<file path="src/rtl/csa_mul_pkg.sv">
// Shared definitions for the sequential carry-save multiplier.
//   state_e       : controller states
//   clog2         : ceiling log2, used to size the iteration counter
//   op_magnitude  : operand magnitude (two's-complement abs when signed)
//   op_neg_flag   : sign of the final product
package csa_mul_pkg;

  typedef enum logic [1:0] {
    IDLE    = 2'd0,
    ACCUM   = 2'd1,
    RESOLVE = 2'd2,
    DONE    = 2'd3
  } state_e;

  // Upper bound on operand width handled by the helper functions.
  localparam int MAX_OPW      = 128;
  localparam int MAX_OPW_IDXW = 7;

  function automatic int clog2(input int n);
    int r;
    r = 0;
    for (int i = 0; i < 31; i++) begin
      if ((1 << i) < n) r = i + 1;
    end
    return r;
  endfunction

  // Operand occupies x[w-1:0]. The most negative value maps to 2^(w-1),
  // which still fits as an unsigned w-bit number.
  function automatic logic [MAX_OPW-1:0] op_magnitude(input logic [MAX_OPW-1:0] x,
                                                      input int               w,
                                                      input logic             sgn);
    logic [MAX_OPW-1:0] mask;
    mask = {MAX_OPW{1'b1}} >> (MAX_OPW - w);
    if (sgn && x[MAX_OPW_IDXW'(w - 1)]) return (~x + 1'b1) & mask;
    return x & mask;
  endfunction

  function automatic logic op_neg_flag(input logic sgn, input logic a_msb, input logic b_msb);
    return sgn & (a_msb ^ b_msb);
  endfunction

endpackage

</file>
<file path="src/rtl/csa_row.sv">
// One 3:2 carry-save compressor row.
//   x_i, y_i, z_i : three W-bit addends
//   sum_o         : bitwise sum without propagation
//   carry_o       : majority bits, already shifted to their weight
// x + y + z == sum_o + carry_o (mod 2^W).
module csa_row #(
  parameter int W = 8
) (
  input  logic [W-1:0] x_i,
  input  logic [W-1:0] y_i,
  input  logic [W-1:0] z_i,
  output logic [W-1:0] sum_o,
  output logic [W-1:0] carry_o
);

  logic [W-1:0] maj;

  assign sum_o   = x_i ^ y_i ^ z_i;
  assign maj     = (x_i & y_i) | (x_i & z_i) | (y_i & z_i);
  assign carry_o = maj << 1;

endmodule

</file>
<file path="src/rtl/csa_multiplier_seq.sv">
// Iterative carry-save multiplier behind valid/ready handshakes.
//   clk, rst            : clock, synchronous active-high reset
//   in_valid / in_ready : operand handshake (ready only when idle)
//   a, b, is_signed     : operands, sampled only on the accepting edge
//   out_valid/out_ready : product handshake, p held until taken
//   p                   : 2*WIDTH-bit product
//   busy                : high whenever not idle
//
// state   | meaning
// IDLE    | waiting for operands, in_ready high
// ACCUM   | retiring BITS_PER_CYCLE multiplier bits per cycle into sum/carry
// RESOLVE | sum + carry, apply sign, register p
// DONE    | out_valid high, waiting for out_ready
module csa_multiplier_seq
  import csa_mul_pkg::*;
#(
  parameter int WIDTH          = 32,
  parameter int BITS_PER_CYCLE = 4
) (
  input  logic               clk,
  input  logic               rst,
  input  logic               in_valid,
  output logic               in_ready,
  input  logic [WIDTH-1:0]   a,
  input  logic [WIDTH-1:0]   b,
  input  logic               is_signed,
  output logic               out_valid,
  input  logic               out_ready,
  output logic [2*WIDTH-1:0] p,
  output logic               busy
);

  localparam int ITER  = WIDTH / BITS_PER_CYCLE;
  localparam int PW    = 2 * WIDTH;
  localparam int CNT_W = clog2(ITER + 1);
  localparam logic [CNT_W-1:0] CNT_LAST = CNT_W'(ITER - 1);

  if (WIDTH < 4 || (WIDTH % 2) != 0 || WIDTH > MAX_OPW ||
      BITS_PER_CYCLE < 1 || BITS_PER_CYCLE > WIDTH ||
      (WIDTH % BITS_PER_CYCLE) != 0) begin : g_param_check
    $error("csa_multiplier_seq: WIDTH must be >=4 and even, BITS_PER_CYCLE must divide WIDTH");
  end

  state_e           state_q, state_d;
  logic [PW-1:0]    mcand_q, mcand_d;
  logic [WIDTH-1:0] mplier_q, mplier_d;
  logic             neg_q, neg_d;
  logic [PW-1:0]    sum_q, sum_d;
  logic [PW-1:0]    carry_q, carry_d;
  logic [CNT_W-1:0] cnt_q, cnt_d;
  logic [PW-1:0]    p_q, p_d;

  logic [WIDTH-1:0] mag_a, mag_b;
  logic [PW-1:0]    p_raw;

  logic [PW-1:0] pp        [BITS_PER_CYCLE];
  logic [PW-1:0] row_sum   [BITS_PER_CYCLE];
  logic [PW-1:0] row_carry [BITS_PER_CYCLE];

  assign mag_a = WIDTH'(op_magnitude(MAX_OPW'(a), WIDTH, is_signed));
  assign mag_b = WIDTH'(op_magnitude(MAX_OPW'(b), WIDTH, is_signed));

  // The multiplicand is pre-shifted each cycle, so partial product j only
  // needs its local offset j.
  for (genvar j = 0; j < BITS_PER_CYCLE; j++) begin : g_row
    assign pp[j] = mplier_q[j] ? (mcand_q << j) : '0;
    if (j == 0) begin : g_first
      csa_row #(.W(PW)) u_row (
        .x_i    (sum_q),
        .y_i    (carry_q),
        .z_i    (pp[j]),
        .sum_o  (row_sum[j]),
        .carry_o(row_carry[j])
      );
    end else begin : g_next
      csa_row #(.W(PW)) u_row (
        .x_i    (row_sum[j-1]),
        .y_i    (row_carry[j-1]),
        .z_i    (pp[j]),
        .sum_o  (row_sum[j]),
        .carry_o(row_carry[j])
      );
    end
  end

  assign p_raw = sum_q + carry_q;

  always_comb begin
    state_d  = state_q;
    mcand_d  = mcand_q;
    mplier_d = mplier_q;
    neg_d    = neg_q;
    sum_d    = sum_q;
    carry_d  = carry_q;
    cnt_d    = cnt_q;
    p_d      = p_q;
    case (state_q)
      IDLE: begin
        if (in_valid) begin
          mcand_d  = PW'(mag_a);
          mplier_d = mag_b;
          neg_d    = op_neg_flag(is_signed, a[WIDTH-1], b[WIDTH-1]);
          sum_d    = '0;
          carry_d  = '0;
          cnt_d    = '0;
          state_d  = ACCUM;
        end
      end
      ACCUM: begin
        sum_d    = row_sum[BITS_PER_CYCLE-1];
        carry_d  = row_carry[BITS_PER_CYCLE-1];
        mcand_d  = mcand_q << BITS_PER_CYCLE;
        mplier_d = mplier_q >> BITS_PER_CYCLE;
        cnt_d    = cnt_q + CNT_W'(1);
        if (cnt_q == CNT_LAST) state_d = RESOLVE;
      end
      RESOLVE: begin
        // A zero magnitude negates to zero, so no special case is needed.
        p_d     = neg_q ? (~p_raw + 1'b1) : p_raw;
        state_d = DONE;
      end
      DONE: begin
        if (out_ready) state_d = IDLE;
      end
      default: state_d = IDLE;
    endcase
  end

  always_ff @(posedge clk) begin
    if (rst) begin
      state_q  <= IDLE;
      mcand_q  <= '0;
      mplier_q <= '0;
      neg_q    <= 1'b0;
      sum_q    <= '0;
      carry_q  <= '0;
      cnt_q    <= '0;
      p_q      <= '0;
    end else begin
      state_q  <= state_d;
      mcand_q  <= mcand_d;
      mplier_q <= mplier_d;
      neg_q    <= neg_d;
      sum_q    <= sum_d;
      carry_q  <= carry_d;
      cnt_q    <= cnt_d;
      p_q      <= p_d;
    end
  end

  assign in_ready  = (state_q == IDLE);
  assign busy      = (state_q != IDLE);
  assign out_valid = (state_q == DONE);
  assign p         = p_q;

endmodule

</file>
<file path="config.mk">
export PLATFORM = sky130hd
export DESIGN_NAME = csa_multiplier_seq
export DESIGN_NICKNAME = d
export VERILOG_FILES = /design/src/rtl/csa_mul_pkg.sv /design/src/rtl/csa_row.sv /design/src/rtl/csa_multiplier_seq.sv
export SDC_FILE = /design/constraint.sdc
export NUM_CORES = 2
export LEC_CHECK = 0
export CAP_MARGIN = 20
export CORE_UTILIZATION = 35
export CTS_CLUSTER_SIZE = 40
export DETAILED_ROUTE_END_ITERATION = 12
export GPL_TIMING_DRIVEN = 0
export PLACE_DENSITY = 0.49
export SYNTH_ARGS = -nofsm -noshare
export SYNTH_HDL_FRONTEND = slang
export SYNTH_HIERARCHICAL = 1
export SYNTH_SLANG_ARGS = --single-unit
export TNS_END_PERCENT = 1
</file>
<file path="constraint.sdc">
create_clock -name clk -period 4.45 [get_ports clk]
set_input_delay 0.6675 -clock clk [delete_from_list [all_inputs] [get_ports clk]]
set_output_delay 0.6675 -clock clk [all_outputs]
set_load 0.01 [all_outputs]
</file>
==> metrics.yaml <==
fin_skew_ns: 0.02409
power.leakage_nw: 12.21
final_common_cell: "nor2_1"
worstRegToRegCells: 13
ir_worst_vdd_v: 0.0002828
cp-start-kind: "flip-flop"
cp_data_required_time_ns: 4.88
avgSynthCellArea_um2: 8.603
synth_cell_types: 109
drtIter0Drc: 1663
vias: 23090
min_period_ns: 4.348
ys.flop_type: "dfxtp_1"
seq_area_frac_synth_pct: 23.09
drive_gt1_share_pct: 9.204
maxSlewViolCount: 0
io_pins: 136
period_share_pct: 97.72
area_growth_pct: 18.84
r2r_setup_slack_ns: 0.10
end_kind: "flip-flop"
gr-total-overflow: 0
max_stage_delay_ns: 0.57
coreArea_um2: 71850
synth_area_leader_cell: "dfxtp_1"
multi_input_area_um2: 19380
drt-total-wl_um: 90750
synthArstFlopShare_pct: 0
fmax_ghz: 0.2300
synth_seq_cells: 295
syn_inst: 2973
synth_area_leaders: "dfxtp_1 23%, fa_1 20%, and2_1 6.6%, nor2_1 5.3%, a22oi_1 5.0%"
post-route-drc-count: 0
synth_area_um2: 25580
grt_usage_pct: 24.52
hold_slack_ns: 0.4538
cts_buffers: 37
num-fill-cells: 7269
grt_pass1_vias: 23030
drt-pass1-iter-count: 5
grt_pass1_wl_um: 140600
fp-row-count: 98
grt_max_degree: 14
ant_nets: 0
dp.cells: 4074
dp_hpwl_um: 74140
whs_path_depth: 2
clk_pin_slew_ns: 0.07
insertion_delay_ns: 0.57
start_util_pct: 35.59
rsz0062_at_grt: "true"
power.total_mw: 12.13
setup_viol: 0
slew_headroom_pct: 24.21
hold_viol_final: 0
cts_tree: "yes"
drv_cap: 0
synth_edf_count: 0
hold_class: "reg -> reg"
outcome: "finished, final reports clean"
nNetsFinal: 3577
final_cells: 4155
crit_type: "reg -> reg"
seqCellArea_um2: 5922
p_per_area_nw_per_um2: 399.2
cp_slowest_cell: "or4_4"
worst_pin_slew_ns: 1.137
yosysTopAreaCellShare_pct: 23.09
antenna_found_initial: 4
antennaDiodeCount: 0
die_area_um2: 74160
final_cell_mix: "357 x nor2_1, 282 x dfxtp_1, 276 x nand2_1, 269 x and2_1, 252 x fa_1"
cp_max_fo: 9
die_w_um: 272.3
crit_arrival_ns: 4.77
gp_congestion: 0.9499
synth_warnings: 6
ctsHoldBuffers: 0
wl_per_cell_um: 21.84
clock_path_buffers: 3
cts-root-buf: "clkbuf_16"
fp.dieH_um: 272.3
clkSinkCount: 295
crit_path_cell_trace: "ha_1, buf_2, a21oi_4, o21ai_2, or4b_1, o211ai_4, nand2_1, a211o_4, or4b_4, or4_4, o41ai_2, xor2_1, a211oi_1"
drt-vias-per-instance: 5.557
port_buffers: 135
cts_max_level: 2
tns_ns: 0
report_power, final:
| group | internal [mW] | leakage [nW] | switching [mW] | total [mW] |
|---|---|---|---|---|
| clock network | 1.94 | 0.614 | 1.22 | 3.16 |
| logic | 1.87 | 9.20 | 3.65 | 5.52 |
| registers | 3.03 | 2.40 | 0.422 | 3.45 |
area by class of cell:
| cell class | instances | area share [%] |
|---|---|---|
| inverters | 31 | 0.3828 |
| clock inverters | 11 | 0.6298 |
| multi-input cells | 2450 | 63.76 |
| well taps | 950 | 3.911 |
| plain buffers | 196 | 2.746 |
| repair buffers | 173 | 5.631 |
| clock buffers | 49 | 3.458 |
| flip-flops and latches | 295 | 19.48 |
timing repair:
item / CTS / global route
resized for setup: 22 / 137
setup endpoints to repair: 22 / 28
pin swaps: 7 / 25
gates cloned: 0 / 1
buffers inserted: 10 / 16
endpoints found under the hold margin: 0 / 0
worst max-delay path, delay by kind of cell (launching register included):
| family | cells | cell delay, ns |
|---|---|---|
| flops | 1 | 0.34 |
| fa+ha+maj | 1 | 0.28 |
| buf+inv | 1 | 0.21 |
| simple gates | 4 | 1.81 |
| xor+xnor | 1 | 0.25 |
| compound gates | 6 | 1.31 |
state kept, by name, indices dropped and copies added (netlist names):
name	count
state_q	2
mplier_q	32
neg_q	1
mcand_q	64
sum_q	64
p	64
carry_q	64
cnt_q	4
cells by family after synthesis:
family | Yosys count | synth area share [%]
other | 5 | 0.07339
flip-flops | 295 | 23.09
AO/OA/AOI/OAI | 774 | 20.75
buffers and inverters | 234 | 3.728
AND/OR/NAND/NOR | 1170 | 22.87
adder cells (fa/ha/maj) | 324 | 23.28
XOR/XNOR | 150 | 5.372
multiplexers | 21 | 0.8365
cells in the mapped netlist, types with 8 or more instances:
master	instances
o22ai_1	10
nor2_1	359
a211oi_1	55
clkbuf_1	161
buf_2	24
nand2_1	276
a21o_1	21
xnor2_1	84
xor2_1	62
fa_1	253
and2_1	269
and4_1	9
nor3_1	53
and3_1	10
nor4_1	17
a21oi_1	178
nand3_1	26
o41ai_1	10
buf_4	10
nand2b_1	16
o211ai_1	17
nor3b_1	8
ha_1	71
nand4_1	44
dfxtp_1	295
o21ai_1	11
a22oi_1	172
or3_1	18
mux2i_1	18
inv_1	31
o21ai_0	146
or2_2	11
o31ai_1	20
a31oi_1	14
o21a_1	10
stage by stage:
stage	setup slack (ns)	cell area, um^2	util, %
3_5_place_dp	-0.4213	28290	39.37
6_report	0.1015	30390	42.30
2_1_floorplan	0.4371	25590	-
5_1_grt	-0.07207	30390	42.30
3_3_place_gp	-0.4095	28130	39.16
4_1_cts	-0.1061	29740	41.39
layer usage:
metal,GRT usage [%],share of wire [%]
met2,38.44,45
met4,6.106,2.4
met5,0,0
met1,35.22,47
met3,3.500,5.5
final timing paths:
check	end	from
worst max-delay path	p[44]	sum_q[9]
worst min-delay path	mplier_q[24]	mplier_q[24]
worst max register to register	p[44]	sum_q[9]
worst min register to register	mplier_q[24]	mplier_q[24]
No activity file was read; power rests on OpenSTA's default activity.
